==> src/rtl/vga_sync_gen.sv <==
// VGA timing generator: pixel-rate enable, h/v position counters,
// blanking, sync pulses and line/frame start strobes. Every output is a
// flop loaded from the next-state position, so position, blanking and
// sync always describe the same pixel in the same clk.
module vga_sync_gen #(
  parameter int unsigned CLK_DIV  = 4,
  parameter int unsigned H_VIS    = 640,
  parameter int unsigned H_FP     = 16,
  parameter int unsigned H_SYNC   = 96,
  parameter int unsigned H_BP     = 48,
  parameter int unsigned V_VIS    = 480,
  parameter int unsigned V_FP     = 10,
  parameter int unsigned V_SYNC   = 2,
  parameter int unsigned V_BP     = 33,
  parameter int unsigned SYNC_POL = 0
) (
  input  logic       clk,
  input  logic       rst,
  output logic       p_tick,
  output logic [9:0] pixel_x,
  output logic [9:0] pixel_y,
  output logic       video_on,
  output logic       hsync,
  output logic       vsync,
  output logic       line_start,
  output logic       frame_start
);

  localparam int unsigned POS_W   = 10;
  localparam int unsigned DIV_W   = 4;
  localparam int unsigned H_TOT   = H_VIS + H_FP + H_SYNC + H_BP;
  localparam int unsigned V_TOT   = V_VIS + V_FP + V_SYNC + V_BP;
  localparam int unsigned HS_BEG  = H_VIS + H_FP;
  localparam int unsigned HS_END  = H_VIS + H_FP + H_SYNC;
  localparam int unsigned VS_BEG  = V_VIS + V_FP;
  localparam int unsigned VS_END  = V_VIS + V_FP + V_SYNC;
  localparam logic        SYNC_ON = 1'(SYNC_POL);

  // Elaboration-time legality checks on the timing parameters
  if (H_TOT > 1024 || V_TOT > 1024) begin : g_tot_chk
    $error("vga_sync_gen: H_TOT/V_TOT exceed 10-bit counter range");
  end
  if (CLK_DIV < 1 || CLK_DIV > 16) begin : g_div_chk
    $error("vga_sync_gen: CLK_DIV outside 1..16");
  end

  logic [DIV_W-1:0] div_cnt_q, div_cnt_d;
  logic             p_tick_q, p_tick_d;
  logic             first_q, first_d;
  logic [POS_W-1:0] pixel_x_q, pixel_x_d;
  logic [POS_W-1:0] pixel_y_q, pixel_y_d;
  logic             video_on_q, video_on_d;
  logic             hsync_q, hsync_d;
  logic             vsync_q, vsync_d;
  logic             line_start_q, line_start_d;
  logic             frame_start_q, frame_start_d;

  // Next-state: divider, position walk and outputs derived from next position
  always_comb begin
    div_cnt_d     = div_cnt_q + DIV_W'(1);
    p_tick_d      = 1'b0;
    first_d       = first_q;
    pixel_x_d     = pixel_x_q;
    pixel_y_d     = pixel_y_q;
    video_on_d    = video_on_q;
    hsync_d       = hsync_q;
    vsync_d       = vsync_q;
    line_start_d  = 1'b0;
    frame_start_d = 1'b0;

    if (div_cnt_q == DIV_W'(CLK_DIV - 1)) begin
      div_cnt_d = '0;
      p_tick_d  = 1'b1;
    end

    if (p_tick_d) begin
      // The (0,0) held through reset is shown on the first tick, not skipped
      first_d = 1'b0;
      if (!first_q) begin
        if (pixel_x_q == POS_W'(H_TOT - 1)) begin
          pixel_x_d    = '0;
          line_start_d = 1'b1;
          if (pixel_y_q == POS_W'(V_TOT - 1)) begin
            pixel_y_d     = '0;
            frame_start_d = 1'b1;
          end else begin
            pixel_y_d = pixel_y_q + POS_W'(1);
          end
        end else begin
          pixel_x_d = pixel_x_q + POS_W'(1);
        end
      end
      video_on_d = (pixel_x_d < POS_W'(H_VIS)) && (pixel_y_d < POS_W'(V_VIS));
      hsync_d    = ((pixel_x_d >= POS_W'(HS_BEG)) && (pixel_x_d < POS_W'(HS_END)))
                   ? SYNC_ON : ~SYNC_ON;
      vsync_d    = ((pixel_y_d >= POS_W'(VS_BEG)) && (pixel_y_d < POS_W'(VS_END)))
                   ? SYNC_ON : ~SYNC_ON;
    end
  end

  // State and output registers with synchronous reset
  always_ff @(posedge clk) begin
    if (rst) begin
      div_cnt_q     <= '0;
      p_tick_q      <= 1'b0;
      first_q       <= 1'b1;
      pixel_x_q     <= '0;
      pixel_y_q     <= '0;
      video_on_q    <= 1'b0;
      hsync_q       <= ~SYNC_ON;
      vsync_q       <= ~SYNC_ON;
      line_start_q  <= 1'b0;
      frame_start_q <= 1'b0;
    end else begin
      div_cnt_q     <= div_cnt_d;
      p_tick_q      <= p_tick_d;
      first_q       <= first_d;
      pixel_x_q     <= pixel_x_d;
      pixel_y_q     <= pixel_y_d;
      video_on_q    <= video_on_d;
      hsync_q       <= hsync_d;
      vsync_q       <= vsync_d;
      line_start_q  <= line_start_d;
      frame_start_q <= frame_start_d;
    end
  end

  assign p_tick      = p_tick_q;
  assign pixel_x     = pixel_x_q;
  assign pixel_y     = pixel_y_q;
  assign video_on    = video_on_q;
  assign hsync       = hsync_q;
  assign vsync       = vsync_q;
  assign line_start  = line_start_q;
  assign frame_start = frame_start_q;

endmodule

==> config.mk <==
export PLATFORM = sky130hd
export DESIGN_NAME = vga_sync_gen
export DESIGN_NICKNAME = d
export VERILOG_FILES = /design/src/rtl/vga_sync_gen.sv
export SDC_FILE = /design/constraint.sdc
export NUM_CORES = 1
export LEC_CHECK = 0
export CAP_MARGIN = 0
export CORE_UTILIZATION = 53
export DETAILED_ROUTE_END_ITERATION = 8
export HOLD_SLACK_MARGIN = 0.06
export PLACE_DENSITY = 0.79
export SLEW_MARGIN = 30
export SYNTH_ARGS = -nofsm -noshare
export SYNTH_HDL_FRONTEND = slang
export SYNTH_SLANG_ARGS = --single-unit
==> constraint.sdc <==
create_clock -name clk -period 2.8 [get_ports clk]
set_input_delay 0.56 -clock clk [delete_from_list [all_inputs] [get_ports clk]]
set_output_delay 0.56 -clock clk [all_outputs]
set_load 0.01 [all_outputs]
# Yosys cells after proc, flatten, opt, wreduce, memory -nomap -nowiden

Cells that the tools add are included.

Input port bits: 2
Output and inout bits: 26
Register bits: 31
Logic and storage cells: 42

Reduce and logical (&&, ||, !) cells: 6
$lt $le $gt $ge: 6
Eq/ne operators: 3
Bitwise operators: 2
$add $sub $neg: 3
Multiplexer cells: 12

Operator list:

| cell                                                                                 | count |
|---|---|
| 10-bit 2-to-1 mux                                                                    | 7 |
| 10-bit by 1-bit adder with 10-bit output, second input constant                      | 2 |
| 10-bit == test, second input constant                                                | 2 |
| 10-bit less-than comparator, second input constant                                   | 2 |
| 10-bit by 9-bit less-than comparator with 1-bit output, second input constant        | 2 |
| 10-bit greater-or-equal comparator, second input constant                            | 1 |
| 10-bit by 9-bit greater-or-equal comparator with 1-bit output, second input constant | 1 |
| 1-bit 2-to-1 mux                                                                     | 5 |
| 4-bit by 1-bit adder with 4-bit output, second input constant                        | 1 |
| 4-bit by 2-bit == test with 1-bit output, second input constant                      | 1 |
| 4-bit OR reduction                                                                   | 1 |
| 1-bit logical AND                                                                    | 3 |
| 3-bit OR reduction                                                                   | 1 |
| 1-bit inverter                                                                       | 2 |
| 2-bit OR reduction                                                                   | 1 |

# Depth between registers and ports, before layout

Depth after elaboration: 8
Mapped depth: 8
Gate-level depth less buffers: 8

# Worst setup path after synthesis

No wires, ideal clock.

Kind: register -> register
Start point: register pixel_x_q[0], in the netlist pixel_x[0]
End point: register video_on_q, in the netlist video_on
Data required time: 2.683 ns
Stages on the path, launching flop included: 7
Library setup time: 0.117 ns
Setup slack: 0.671 ns
Arrival: 2.012 ns
Buffers on the path: 1
Period minus slack after synthesis: 2.129 ns
Path through: dfxtp_1 ha_1 nand3b_1 or4_1 clkbuf_2 o311a_1 a32o_1

Word-level cells in the longest chain between the ends: 6
Elaborated cells on any way between the ends: 11
Those cells by class: add/sub: 1; order compare: 2; eq/ne: 1; mux: 6; reduce/logical: 1

RTL lines:

| item                                                                                                         | line   | source |
|---|---|---|
| start: declaration                                                                                           | 50     | `logic [POS_W-1:0] pixel_x_q, pixel_x_d;` |
| start signal: assignment                                                                                     | 118    | `pixel_x_q <= pixel_x_d;` |
| 10-bit by 1-bit adder with 10-bit output / 10-bit == test (equally long branches)                            | 90, 80 |  |
| 10-bit 2-to-1 mux                                                                                            | 80     | `if (pixel_x_q == POS_W'(H_TOT - 1)) begin` |
| 10-bit 2-to-1 mux                                                                                            | 79     | `if (!first_q) begin` |
| 10-bit 2-to-1 mux                                                                                            | 76     | `if (p_tick_d) begin` |
| 10-bit less-than comparator / 10-bit by 9-bit less-than comparator with 1-bit output (equally long branches) | 93     | `video_on_d = (pixel_x_d < POS_W'(H_VIS)) && (pixel_y_d < POS_W'(V_VIS));` |
| 1-bit logical AND *                                                                                          | 93     |  |
| end signal: assignment                                                                                       | 120    | `video_on_q <= video_on_d;` |
| end: declaration                                                                                             | 52     | `logic video_on_q, video_on_d;` |

Mark *: on every way between the ends. The rest lies on a longest branch, timed or not. The select of a mux whose other input is x is not followed.
A chain may end at the register's enable or synchronous reset.

# Final worst setup path

Start point: register pixel_x_q[0], in the netlist pixel_x[0]
End point: register pixel_y_q[4], in the netlist pixel_y[4]

Word-level cells in the longest chain between the ends: 4

RTL lines:

| item                   | line | source |
|---|---|---|
| 10-bit == test         | 80   |  |
| 10-bit 2-to-1 mux      | 80   |  |
| 10-bit 2-to-1 mux      | 79   |  |
| 10-bit 2-to-1 mux      | 76   |  |
| end signal: assignment | 119  | `pixel_y_q <= pixel_y_d;` |
| end: declaration       | 51   | `logic [POS_W-1:0] pixel_y_q, pixel_y_d;` |

No other way between the ends. The select of a mux whose other input is x is not followed.

==> results.json <==
{
  "first_pass_iters": 4,
  "post_detailed_route_wirelength_per_cell_um": 14.78,
  "setup-violations-final": 0,
  "ys_warn_count": 0,
  "synth_top_area_share_pct": 34.64,
  "signal_arrival_time_at_the_worst_endpoint_ns": 2.50,
  "synth.net_count": 231,
  "synthTopCellsByCount": "sky130_fd_sc_hd__dfxtp_1, sky130_fd_sc_hd__nor2_1, sky130_fd_sc_hd__nand2_1, sky130_fd_sc_hd__o21ai_0",
  "p_int_w": 0.0005880,
  "worstSetupStartpointType": "flop",
  "grtUsageMet3_pct": 5.628,
  "timing.critical_path.cells": "ha_1 > nand3b_1 > or4_1 > o21ai_2 > nor2b_1 > o21ai_0 > o31ai_1",
  "tritoncts": "done",
  "cts_max_path_buffers": 2,
  "grt-busiest-layer": "met2",
  "first_global_vias": 1505,
  "period_share_pct": 81.05,
  "tightestPinTransition_ns": 0.3760,
  "overflow": 0,
  "chipHeight_um": 60.14,
  "worst_hold_path_type": "reg2reg",
  "slowest_stage_delay_on_critical_path_ns": 0.65,
  "cts.sink_count": 31,
  "fin_setup_tns_ns": 0,
  "core_region_area_um2": 3128,
  "share_comb_of_total_power_pct": 6.6,
  "fp-row-count": 20,
  "initial_core_util_pct": 57.28,
  "post_cts_setup_bufs": 0,
  "average_cell_area_after_synthesis_um2": 7.963,
  "clkSlewWorstSetupHoldPaths_ns": 0.10,
  "p_per_area_nw_per_um2": 368.6,
  "post_synth_num_cell_types": 45,
  "synth.yosys.seq_area_share_pct": 34.64,
  "status": "finished clean",
  "clock_power_share_pct": 35.0,
  "timing_worst_setup_path_type": "reg2reg",
  "total_wirelength_of_the_detailed_routed_design_um": 4332,
  "critical_path.endpoint_type": "flop",
  "synth-async-reset-ratio_pct": 0,
  "crit_family": "simple AND/OR/NAND/NOR gates",
  "yosys.cell_count.top_type": "sky130_fd_sc_hd__dfxtp_1",
  "post_route_cells_drive_above_1_share_pct": 6.827,
  "initialDrtViolationCount": 89,
  "grtUsageTotal_pct": 26.83,
  "area_delta_synth_final_pct": 19.13,
  "cap_violations": 0,
  "grt_start_max_net_pins": 19,
  "clockRootBuffer": "sky130_fd_sc_hd__clkbuf_4",
  "netlist_area_um2": 1792,
  "diodes_inserted": 0,
  "floorplan.die_area_um2": 3617,
  "fmax_ghz": 0.4406,
  "finalHoldWorstSlack_ns": 0.4513,
  "cts_htree_levels": 2,
  "commonest_register_cell_after_synthesis": "sky130_fd_sc_hd__dfxtp_1",
  "timing.clock.skew_ns": 0.01188,
  "swShare_pct": 25.27,
  "synth-edff-count": 0,
  "hold_violation_total_from_the_final_report": 0,
  "final_weighted_congestion_of_routability_driven_global_placement": 0.9276,
  "die_w_um": 60.14,
  "grtUsageMet1_pct": 33.91,
  "synth_top_area_cell": "sky130_fd_sc_hd__dfxtp_1",
  "ys_top_cells_by_area": "sky130_fd_sc_hd__dfxtp_1, sky130_fd_sc_hd__nor2_1, sky130_fd_sc_hd__o21ai_0",
  "critPathSlowestCell": "sky130_fd_sc_hd__or4_1",
  "layout.nets": 255,
  "antenna_found_initial": 0,
  "critical_path_buffers_and_inverters": 0,
  "p_leak_nw": 0.7538,
  "grt_util_met2_pct": 42.23,
  "slew_viol_final": 0,
  "vias_per_cell": 5.901,
  "remaining_drc_errors": 0,
  "insertion_delay_ns": 0.34,
  "ctsResizeCount": 0,
  "switching_power_w": 0.0001988,
  "detailroute.via_count": 1729,
  "vdd.ir_drop.worst_uv": 239.2,
  "antenna_left": 0,
  "clock_period_minus_final_worst_setup_slack_ns": 2.269,
  "grt_pass1_wl_um": 7044,
  "portBuffers": 27,
  "power.share.sequential_pct": 58.4,
  "io_pins": 28,
  "setup_repair_after_global_routing_missed_its_margin": "no",
  "postSynthRegisterBits": 31,
  "number_of_standard_cells_after_synthesis": 225,
  "max_slew_headroom_at_the_worst_pin_pct": 74.58,
  "cts_hold_repair.buffers": 0,
  "crit_path_required_time_ns": 3.03,
  "detail_placement_hpwl_um": 3113,
  "crit_fanout": 8,
  "cts_buffers": 5
}
[power by group through the flow]
stage	logic (W)	registers (W)	clock network (W)
CTS	0.0000524	0.000459	0.000283
floorplan	0.0000344	0.000467	0
global route	0.0000578	0.000461	0.000291
global placement	0.0000512	0.000469	0
finish	0.0000522	0.000459	0.000275
detailed placement	0.0000521	0.000470	0
[per-layer routing]
layer  up-vias  wire [um]
met2        54       2011
met4         0        107
met3        11        240
li1        858          -
met5         -          0
met1       806       1974
[metrics by stage]
stage / total power (W) / worst slack, ns / instance area [um2] / cells / util, %
finish: 0.0007868 / 0.5305 / 2135 / 293 / 68.24
CTS: 0.0007946 / 0.5410 / 2135 / 293 / 68.24
global placement: 0.0005203 / 0.6311 / 2078 / 286 / 66.44
detailed placement: 0.0005217 / 0.5475 / 2078 / 286 / 66.44
global route: 0.0008098 / 0.3004 / 2135 / 293 / 68.24
floorplan: 0.0005011 / 0.6710 / 1792 / 225 / -
[layout make-up]
class                      instances  area, um2
clock inverter                     1      5.005
clock buffer                       6      51.30
timing repair buffer              30      292.8
multi-input combinational        177       1095
inverter                           4      15.01
fill                             287      993.5
tap                               44      55.05
sequential                        31      620.6
[placed cells by master, fill, tap and decap left out, types with 6 or more instances in the layout]
cell type and n:
sky130_fd_sc_hd__dfxtp_1 31, sky130_fd_sc_hd__clkdlybuf4s50_1 27, sky130_fd_sc_hd__nor2_1 26, sky130_fd_sc_hd__nand2_1 19
sky130_fd_sc_hd__o21ai_0 19, sky130_fd_sc_hd__nand3_1 14, sky130_fd_sc_hd__a21oi_1 14, sky130_fd_sc_hd__xnor2_1 9
sky130_fd_sc_hd__nand3b_1 6, sky130_fd_sc_hd__nor3_1 6
[logic make-up (layout without fill, tap and decap cells)]
group	Yosys count	after routing	share of synthesized area [%]
and+or+nand+nor	109	109	34.36
AOI/OAI and AO/OA	48	48	15.99
DFF	31	31	34.64
buffers and inverters	17	41	4.260
xor gates and xnor gates	14	14	6.844
adders and majority gates	4	4	2.793
muxes	2	2	1.117
[path summary, 6_finish.rpt]
path	from	to	slack, ns	depth (start not counted)
setup reg to reg	pixel_x[0]$_SDFFE_PP0P_	pixel_y[4]$_SDFFE_PP0P_	0.53	7
setup / recovery	pixel_x[0]$_SDFFE_PP0P_	pixel_y[4]$_SDFFE_PP0P_	0.53	7
hold reg to reg	div_cnt_q[0]$_SDFF_PP0_	div_cnt_q[0]$_SDFF_PP0_	0.45	1
hold / removal	div_cnt_q[0]$_SDFF_PP0_	div_cnt_q[0]$_SDFF_PP0_	0.45	1
No activity file was read; power rests on OpenSTA's default activity.
